File: config.mk
export PLATFORM = sky130hd
export DESIGN_NAME = obb_point_streamer
export DESIGN_NICKNAME = d
export VERILOG_FILES = /design/src/rtl/obb_pkg.sv /design/src/rtl/obb_point_buf.sv /design/src/rtl/obb_point_streamer.sv
export SDC_FILE = /design/constraint.sdc
export NUM_CORES = 1
export LEC_CHECK = 0
export ABC_AREA = 1
export BUFFER_PORTS_ARGS = -buffer_cell sky130_fd_sc_hd__buf_2
export CAP_MARGIN = 20
export CORE_MARGIN = 8
export CORE_UTILIZATION = 61
export DETAILED_ROUTE_END_ITERATION = 10
export PLACE_DENSITY = 0.86
export REMOVE_ABC_BUFFERS = 1
export SYNTH_ARGS = -nofsm -noshare
export SYNTH_HDL_FRONTEND = slang
export SYNTH_SLANG_ARGS = --single-unit
File: constraint.sdc
create_clock -name clk -period 5.3 [get_ports clk]
set_clock_uncertainty 0.15 [all_clocks]
set_input_delay 1.06 -clock clk [delete_from_list [all_inputs] [get_ports clk]]
set_output_delay 1.06 -clock clk [all_outputs]
set_load 0.01 [all_outputs]
File: src/rtl/obb_pkg.sv
// Shared types and defaults for the point-stream source.
package obb_pkg;

    localparam int NPTS_DFLT = 16;
    localparam int DW_DFLT   = 10;
    localparam int IW_DFLT   = $clog2(NPTS_DFLT);

    // Controller states
    typedef enum logic [1:0] {
        IDLE     = 2'd0,
        STREAM   = 2'd1,
        WAIT_ACK = 2'd2,
        DONE     = 2'd3
    } state_e;

    // One stored point, x in the most significant field
    typedef struct packed {
        logic signed [DW_DFLT-1:0] x;
        logic signed [DW_DFLT-1:0] y;
        logic signed [DW_DFLT-1:0] z;
    } point_t;

endpackage

File: src/rtl/obb_point_buf.sv
// Point buffer: NPTS entries of W bits, one write port and one registered
// read port. Storage is deliberately not reset; only the read register is.
module obb_point_buf
    import obb_pkg::*;
#(
    parameter int NPTS = NPTS_DFLT,
    parameter int W    = 3 * DW_DFLT,
    localparam int IW  = $clog2(NPTS)
) (
    input  logic          clk,
    input  logic          rst,
    input  logic          wr_en_i,
    input  logic [IW-1:0] wr_addr_i,
    input  logic [W-1:0]  wr_data_i,
    input  logic          rd_en_i,
    input  logic [IW-1:0] rd_addr_i,
    output logic [W-1:0]  rd_data_o
);

    logic [W-1:0] mem_q [NPTS];
    logic [W-1:0] rd_data_q;
    logic [W-1:0] rd_data_d;

    // Storage write port
    always_ff @(posedge clk) begin
        if (wr_en_i) begin
            mem_q[wr_addr_i] <= wr_data_i;
        end
    end

    // Read mux; the register holds its value unless a read is requested
    always_comb begin
        rd_data_d = rd_data_q;
        if (rd_en_i) begin
            rd_data_d = mem_q[rd_addr_i];
        end
    end

    // Read register
    always_ff @(posedge clk) begin
        if (rst) begin
            rd_data_q <= '0;
        end else begin
            rd_data_q <= rd_data_d;
        end
    end

    assign rd_data_o = rd_data_q;

endmodule

File: src/rtl/obb_point_streamer.sv
// Source end of the point stream: owns the point buffer, replays it one
// point per accepted beat on start, then waits for the consumer to finish.
//
// state    | meaning
// ---------+--------------------------------------------------------------
// IDLE     | buffer writable; start accepted only when all slots loaded
// STREAM   | presenting point ptr; advance on out_valid & out_ready
// WAIT_ACK | last point taken; waiting for cons_done
// DONE     | one-cycle done pulse, buffer writable, start ignored
module obb_point_streamer
    import obb_pkg::*;
#(
    parameter int NPTS = NPTS_DFLT,
    parameter int DW   = DW_DFLT,
    localparam int IW  = $clog2(NPTS)
) (
    input  logic                 clk,
    input  logic                 rst,
    input  logic                 wr_en_i,
    input  logic [IW-1:0]        wr_addr_i,
    input  logic signed [DW-1:0] wr_x_i,
    input  logic signed [DW-1:0] wr_y_i,
    input  logic signed [DW-1:0] wr_z_i,
    input  logic                 start_i,
    input  logic                 out_ready_i,
    input  logic                 cons_done_i,
    output logic                 out_valid_o,
    output logic signed [DW-1:0] out_x_o,
    output logic signed [DW-1:0] out_y_o,
    output logic signed [DW-1:0] out_z_o,
    output logic [IW-1:0]        out_idx_o,
    output logic                 out_last_o,
    output logic                 busy_o,
    output logic                 loaded_o,
    output logic                 done_o,
    output logic                 err_o
);

    // ptr carries one extra bit so it can step past the final index
    localparam logic [IW:0] PTR_LAST = (IW + 1)'(NPTS - 1);

    state_e            state_q;
    state_e            state_d;
    logic [IW:0]       ptr_q;
    logic [IW:0]       ptr_d;
    logic [NPTS-1:0]   mask_q;
    logic [NPTS-1:0]   mask_d;
    logic              loaded_q;
    logic              err_q;
    logic              err_d;

    logic              wr_ok;
    logic              start_ok;
    logic              xfer;
    logic              at_last;
    logic              rd_en;
    logic [IW-1:0]     rd_addr;
    logic [3*DW-1:0]   wr_data;
    logic [3*DW-1:0]   rd_data;

    // State register
    always_ff @(posedge clk) begin
        if (rst) begin
            state_q <= IDLE;
        end else begin
            state_q <= state_d;
        end
    end

    // Next-state logic
    always_comb begin
        state_d = state_q;
        case (state_q)
            IDLE:     if (start_ok)           state_d = STREAM;
            STREAM:   if (xfer && at_last)    state_d = WAIT_ACK;
            WAIT_ACK: if (cons_done_i)        state_d = DONE;
            DONE:                             state_d = IDLE;
            default:                          state_d = IDLE;
        endcase
    end

    // State-decoded outputs
    always_comb begin
        out_valid_o = (state_q == STREAM);
        busy_o      = (state_q != IDLE);
        done_o      = (state_q == DONE);
        out_last_o  = (state_q == STREAM) && at_last;
    end

    // Handshake, pointer, write-enable and load-mask steering
    always_comb begin
        at_last  = (ptr_q == PTR_LAST);
        wr_ok    = wr_en_i && ((state_q == IDLE) || (state_q == DONE));
        start_ok = (state_q == IDLE) && start_i && loaded_q;
        err_d    = (state_q == IDLE) && start_i && !loaded_q;
        xfer     = (state_q == STREAM) && out_ready_i;

        mask_d = mask_q;
        if (wr_ok) begin
            mask_d[wr_addr_i] = 1'b1;
        end

        ptr_d = ptr_q;
        if (start_ok) begin
            ptr_d = '0;
        end else if (xfer) begin
            ptr_d = ptr_q + 1'b1;
        end

        // Fetch the point that will be presented after this edge; no fetch
        // after the last beat so the data register simply holds.
        rd_en   = start_ok || (xfer && !at_last);
        rd_addr = ptr_d[IW-1:0];
    end

    // Pointer, mask, loaded flag and error pulse registers
    always_ff @(posedge clk) begin
        if (rst) begin
            ptr_q    <= '0;
            mask_q   <= '0;
            loaded_q <= 1'b0;
            err_q    <= 1'b0;
        end else begin
            ptr_q    <= ptr_d;
            mask_q   <= mask_d;
            loaded_q <= &mask_d;
            err_q    <= err_d;
        end
    end

    assign wr_data = {wr_x_i, wr_y_i, wr_z_i};

    obb_point_buf #(
        .NPTS (NPTS),
        .W    (3 * DW)
    ) u_buf (
        .clk       (clk),
        .rst       (rst),
        .wr_en_i   (wr_ok),
        .wr_addr_i (wr_addr_i),
        .wr_data_i (wr_data),
        .rd_en_i   (rd_en),
        .rd_addr_i (rd_addr),
        .rd_data_o (rd_data)
    );

    assign out_x_o   = rd_data[3*DW-1 -: DW];
    assign out_y_o   = rd_data[2*DW-1 -: DW];
    assign out_z_o   = rd_data[DW-1   -: DW];
    assign out_idx_o = ptr_q[IW-1:0];
    assign loaded_o  = loaded_q;
    assign err_o     = err_q;

endmodule
# Word level (Yosys, flattened, before mapping)
# Memory sizes are Yosys's and may differ from the RTL's. A register that Yosys moved wholly into a read port is not among the register bits.
# Cells that the tools add are included.
classes:
  bitwise_logic: 1
  reduce_logical: 18
  mux: 11
  n_eq_ne: 7
  add_sub_neg: 1
  n_lt_le_gt_ge: 2
op_table:
  columns: ["cell", "count"]
  rows:
  - ["$mux W16", 1]
  - ["$or A16 B16 Y16", 1]
  - ["$reduce_and A16 Y1", 1]
  - ["$logic_and A1 B1 Y1", 9]
  - ["$mux W4", 2]
  - ["$pmux W2 S4", 1]
  - ["$mux W2", 3]
  - ["$add A5 B1 Y5 const B", 1]
  - ["$eq A5 B4 Y1 const B", 1]
  - ["$lt A4 B5 Y1 const B", 1]
  - ["$demux W1 S4", 1]
  - ["$eq A2 B2 Y1 const B", 2]
  - ["$ge A4 B1 Y1 const B", 1]
  - ["$ne A2 B2 Y1 const B", 2]
  - ["$mux W1", 3]
  - ["$reduce_and A3 Y1", 1]
  - ["$eq A2 B1 Y1 const B", 1]
  - ["$logic_not A1 Y1", 2]
  - ["$logic_not A2 Y1", 1]
  - ["$logic_or A1 B1 Y1", 2]
  - ["$ne A2 B1 Y1 const B", 1]
  - ["$reduce_bool A2 Y1", 1]
  - ["$reduce_or A2 Y1", 1]
totals:
  ramBits: 480
  regBits: 25
  out_inout_bits: 40
  wordCells: 47
  input_bits: 40
  mem_count: 1
mem_list:
  columns: ["name", "words", "word_bits", "read_ports", "rd_ports_with_merged_regs", "write_ports", "line", "source"]
  rows:
  - ["u_buf.mem_q", 16, 30, 1, 1, 1, "obb_point_buf.sv:20", "logic [W-1:0] mem_q [NPTS];"]

# Logic depth before layout (Yosys ltp)
logic_depth:
  depth_word: 7
  mapped_depth: 15
  ltp_nobuf: 13

# Cells and area by module
# Synthesis repeated with hierarchy kept, for this count alone.
hier_totals:
  hier_cells: 1955
  area_unflattened_um2: 21712.1
by_module_without_submodules:
  columns: ["mod", "area_each_um2", "seq_area_each_um2", "n_inst", "cells_per_inst"]
  rows:
  - ["obb_point_buf", 20418.3, 15014.4, 1, 1759]
  - ["obb_point_streamer", 1293.7, 500.5, 1, 196]

# Worst setup path before layout
# OpenSTA, ideal clock, no wires.
synth_timing:
  path_kind: "input -> register"
  startpoint: "input wr_en_i"
  endpoint: "register loaded_q (netlist: loaded_o)"
  t_required_ps: 5086
  setup_time_ps: 64
  n_path_buf: 0
  cell_stages: 9
  arrival_ps: 3410
  setup_slack_ps: 1676
  path_cell_list: "inv_1 -> nor2_1 -> nand3_1 -> nor2_1 -> or2_2 -> o21ai_0 -> nor3_1 -> nand2_1 -> nor2_1"
synth_between:
  elab_chain_cells: 3
synth_rtl:
  columns: ["element", "line", "source"]
  rows:
  - ["start: declaration", "obb_point_streamer.sv:19", "input logic wr_en_i,"]
  - ["$logic_and A1 B1 Y1", "obb_point_streamer.sv:93", "wr_ok = wr_en_i && ((state_q == IDLE) || (state_q == DONE));"]
  - ["$mux W16", "obb_point_streamer.sv:99", "if (wr_ok) begin"]
  - ["$reduce_and A16 Y1", "obb_point_streamer.sv:126", "loaded_q <= &mask_d;"]
  - ["end signal: assignment", "obb_point_streamer.sv:126", null]
  - ["end: declaration", "obb_point_streamer.sv:48", "logic loaded_q;"]
# Every way passes these cells.
# A chain may end at the register's enable or synchronous reset.

# Worst setup path in the final report
layout_timing:
  startpoint: "register state_q[1]"
  endpoint: "register u_buf.rd_data_q[9] (netlist: u_buf.rd_data_o[9]) (read register of u_buf.mem_q)"
layout_between:
  elab_chain_cells: 4
  elab_cells_between_ends: 9
  cone_classes: "eq/ne (1); mux (2); reduce/logical (6)"
layout_rtl:
  columns: ["element", "line", "source"]
  rows:
  - ["start: declaration", "obb_point_streamer.sv:42", "state_e state_q;"]
  - ["start signal: assignment", "obb_point_streamer.sv:66", "state_q <= state_d;"]
  - ["$eq A2 B1 Y1 / $logic_not A2 Y1 (equally long branches)", "obb_point_streamer.sv:96, obb_point_streamer.sv:94", null]
  - ["$logic_and A1 B1 Y1, on equally long branches", "obb_point_streamer.sv:96, obb_point_streamer.sv:94", null]
  - ["$mux W4, or another cell as far along", "obb_point_streamer.sv:106", "end else if (xfer) begin"]
  - ["$mux W4 / $logic_or A1 B1 Y1 (equally long branches)", "obb_point_streamer.sv:104, obb_point_streamer.sv:112", null]
  - ["end: declaration", "obb_point_buf.sv:21", "logic [W-1:0] rd_data_q;"]
# Several ways; a longest one is shown, not always the timed one.

==> implementation parameters <==
Parameter                              Value

Run status
  Run status ... finished clean

Floorplan
  Floorplan Core Area ... approximately 0.037 sq mm
  DIE AREA ... roughly 0.044 sq mm
  Top-level port count ... 80
  Width of the die ... 210 um
  Die Span Y ... 210 um
  Initial cell density of the core ... 0.612
  Number of standard-cell rows in the floorplan ... 71

Timing
  Final Slew Violations ... 0
  Final critical-path setup slack ... about 2.0 ns
  RSZ-0062 raised after global routing ... false
  Final cycle utilization of the critical path ... 0.629
  Count of endpoints failing hold in the final timing report ... 0
  Slew margin rel. ... 0.0555
  Post-layout min period ... 3.33 ns
  Summed negative setup slack over all endpoints ... 0 ns
  Final setup violating endpoints ... 0
  Upper clock frequency limit ... around 300 MHz
  Worst Tran Pin Value ... about 1.4 ns

Power
  Static Leakage ... 10.4 nW
  Cell-internal power ... about 7.6 mW
  Clk network pwr share ... 0.335
  Sequential share of power ... 0.438
  Power per unit of standard cell area ... 434 mW/mm^2
  Part of the total power dissipated in combinational logic ... 0.227
  Net switching fraction of the power ... 0.305
  Switching power ... roughly 3.3 mW
  IR drop worst, VDD ... 0.000346 V

Layout
  Filler Cells Inserted ... 2444
  Fraction of the core area covered by cells at the end of the flow ... 0.679
  Area occupied by multi-input gates ... 0.00589 sq mm
  Sequential Area ... 0.0155 sq mm
  Fraction of final layout cells sized beyond drive strength 1 ... 0.0983
  Leading cell type in the layout, fill and taps excluded ... sky130_fd_sc_hd__nand2_1
  Area growth, synth to finish ... 10.8%
  Leading cell types in the layout, fill and taps excluded ... 528 x sky130_fd_sc_hd__nand2_1, 485 x sky130_fd_sc_hd__nand3_1, 480 x sky130_fd_sc_hd__edfxtp_1
  Net count of the finished layout ... between 2000 and 2500
  Cell Count, Final, Fillers Out ... 2686

Routing
  Via density per instance ... 6.16
  Wire length reported by the detailed router ... 59800 um
  Per-cell routed wire length ... 22.3 um
  Number of optimization iterations in the first detailed-route pass ... 6
  Vias post-DR ... about 17000
  Remaining number of nets flagged by the antenna check after routing ... 0
  First DRT Iteration DRCs ... 2307
  Number of DRC violations after detailed routing ... 0

Setup path
  Reg2Reg Depth ... 14
  Master of the slowest instance on the critical path ... sky130_fd_sc_hd__nand3_4
  Most numerous cell on the critical path ... sky130_fd_sc_hd__nand2_1
  Highest net fanout along the worst path ... roughly 80
  Kind of start point of the critical path ... flop
  Cells traversed along the worst timing path ... inv_1, ha_1, nand2_2, nand2_1, nand3_4, buf_12, nand2_1, nand2_1, nand2_1, nand3_1, nand3_1, nand3_1, nand2_1, inv_1
  Max incr delay on CP ... 0.66 ns
  CP endpoint kind ... flop
  Critical path arrival ... 3.65 ns
  Class of the most critical setup path ... flop to flop
  Data required time at the worst endpoint ... 5.62 ns

GRT
  Wire length of the first global-routing pass ... 90100 um
  Largest net degree at the start of global routing ... 241
  Number of global-route vias before repair ... between 15000 and 20000
  Fraction of met2 tracks used by global routing ... 0.435
  Number of antenna violations at the first check in global routing ... 6
  Global router's overall resource usage ... 0.264
  Global-route congestion overflow total ... 0
  Fraction of met3 tracks used by global routing ... 0.0628
  Met1 usage in global routing ... 0.325
  Layer carrying the most global-route usage ... met2

Place
  Input/output buffers ... 79
  DPL Wire Length ... 30200 um
  Final RePlAce weighted congestion ... 0.796
  Worst Setup Slack post-DPL ... 1.70 ns
  Cell Count Post-Placement ... ~2600

Clock tree
  Root Buffer ... sky130_fd_sc_hd__clkbuf_16
  Number of clock sinks seen by CTS ... 535
  Hold buffers post-CTS ... 0
  Buffer depth of the longest clock path ... 3
  Post-CTS Setup Repair Bufs ... 0
  Clock latency on the worst-skew pair ... 0.58 ns
  Number of clock buffers inserted by TritonCTS ... 50
  Worst-path clk slew ... 0.06 ns
  Post-CTS resize count ... 0
  CTS H-tree depth ... 2
  CTS tree ... done

Worst hold path
  Hold crit path type ... flop to flop
  Worst hold path stage count ... 2

Yosys
  Largest family of logic cells by synthesized area ... simple AND/OR/NAND/NOR gates
  Share of the synthesized area in compound gates (AO/OA/AOI/OAI) ... 0.0102
  Post-synthesis cell count ... 2145
  Multiplexer area fraction after synthesis ... 0
  Yosys cell types ... 26
  Post-Synth Adder-Cell Area ... 0.00383
  Parity-gate share of the synthesized area counting xor and xnor cells ... 0
  Simple-gate share of the synthesized area ... 0.236
  Synthesis warning total ... 0
  Register bit total from synthesis ... around 540
  Mean instance size in the synthesized netlist ... about 11 sq um
  Sequential fraction of the synthesis area ... 0.679
  Netlist area before placement ... 0.0228 sq mm

Run
  Maxcap violations ... 0
state kept, by name, summed over array words and instances (netlist names):
| signal | flops |
|---|---|
| u_buf.mem_q | 480 |
| u_buf.rd_data_o | 30 |
| mask_q | 16 |
| ptr_q | 5 |
| state_q | 2 |
| err_o | 1 |
| loaded_o | 1 |
power by group through the flow:
| stage | registers [mW] | logic, mW | clock network (mW) |
|---|---|---|---|
| global placement | 4.89 | 2.28 | 0 |
| floorplan | 4.91 | 1.77 | 0 |
| global route | 4.82 | 2.72 | 3.84 |
| CTS | 4.81 | 2.45 | 3.69 |
| detailed placement | 4.90 | 2.40 | 0 |
| finish | 4.82 | 2.49 | 3.68 |
synthesized netlist by cell type:
master | instances | area (sq um)
sky130_fd_sc_hd__o21ai_1 | 3 | 15.0
sky130_fd_sc_hd__ha_1 | 7 | 87.6
sky130_fd_sc_hd__edfxtp_1 | 480 | 14400
sky130_fd_sc_hd__nand4_1 | 1 | 6.26
sky130_fd_sc_hd__dfxtp_1 | 55 | 1100
sky130_fd_sc_hd__inv_2 | 4 | 15.0
sky130_fd_sc_hd__nand2_2 | 1 | 6.26
sky130_fd_sc_hd__nor2_1 | 46 | 173
sky130_fd_sc_hd__buf_1 | 2 | 7.51
sky130_fd_sc_hd__buf_2 | 100 | 500
sky130_fd_sc_hd__a211oi_1 | 1 | 7.51
sky130_fd_sc_hd__buf_4 | 7 | 52.6
sky130_fd_sc_hd__nand3_2 | 3 | 30.0
sky130_fd_sc_hd__nand3_1 | 485 | 2430
sky130_fd_sc_hd__nor2_2 | 1 | 6.26
sky130_fd_sc_hd__a21oi_1 | 2 | 10.0
sky130_fd_sc_hd__nand2_1 | 529 | 1990
sky130_fd_sc_hd__or2_2 | 7 | 43.8
sky130_fd_sc_hd__a2111oi_0 | 1 | 8.76
sky130_fd_sc_hd__inv_1 | 245 | 920
sky130_fd_sc_hd__buf_6 | 1 | 11.3
sky130_fd_sc_hd__o21a_1 | 1 | 7.51
sky130_fd_sc_hd__nor3_1 | 8 | 40.0
sky130_fd_sc_hd__clkbuf_1 | 28 | 105
sky130_fd_sc_hd__nand3b_1 | 90 | 676
sky130_fd_sc_hd__o21ai_0 | 37 | 185
worst paths after layout:
| path | start | end | slack [ns] |
|---|---|---|---|
| worst max-delay path | state_q[1] | u_buf.rd_data_o[9] | 1.97 |
| worst min-delay path | mask_q[0] | mask_q[0] | 0.32 |
| worst max register to register | state_q[1] | u_buf.rd_data_o[9] | 1.97 |
| worst min register to register | mask_q[0] | mask_q[0] | 0.32 |
worst max-delay path, delay by kind of cell (launching register included):
kind	cells	cell delay [ns]
fa+ha+maj	1	0.29
simple gates	10	1.66
buf+inv	3	0.69
flops	1	0.33
layout make-up:
| cell class | instances | area share |
|---|---|---|
| Inverter | 249 | 0.0370 |
| Multi-Input combinational cell | 1223 | 0.233 |
| Clock inverter | 25 | 0.0125 |
| Timing Repair Buffer | 111 | 0.0276 |
| Sequential cell | 535 | 0.613 |
| Clock buffer | 65 | 0.0537 |
| Antenna cell | 4 | 0.000395 |
| Tap cell | 474 | 0.0234 |
stage by stage:
step	hold WS, ns	power (mW)	instance area, sq um
after floorplan	0.277	6.68	22200
after global placement	0.287	7.18	23600
after detailed placement	0.295	7.30	23600
after CTS	0.311	10.9	25300
after global routing	0.344	11.4	25300
final	0.316	11.0	25300
kinds of logic (layout without fill, tap and decap cells):
family                   Yosys count  in the layout
AO/OA/AOI/OAI                     45             45
adder cells (fa/ha/maj)            7              7
buffers and inverters            387            450
flip-flops                       535            535
other                              0              4
AND/OR/NAND/NOR                 1171           1171
layer usage:
metal,vias up,wire [um]
li1,7298,-
met1,7769,20700
met2,1264,29400
met3,217,7190
met4,4,2460
met5,-,27
(Power assumes the default switching activity.)
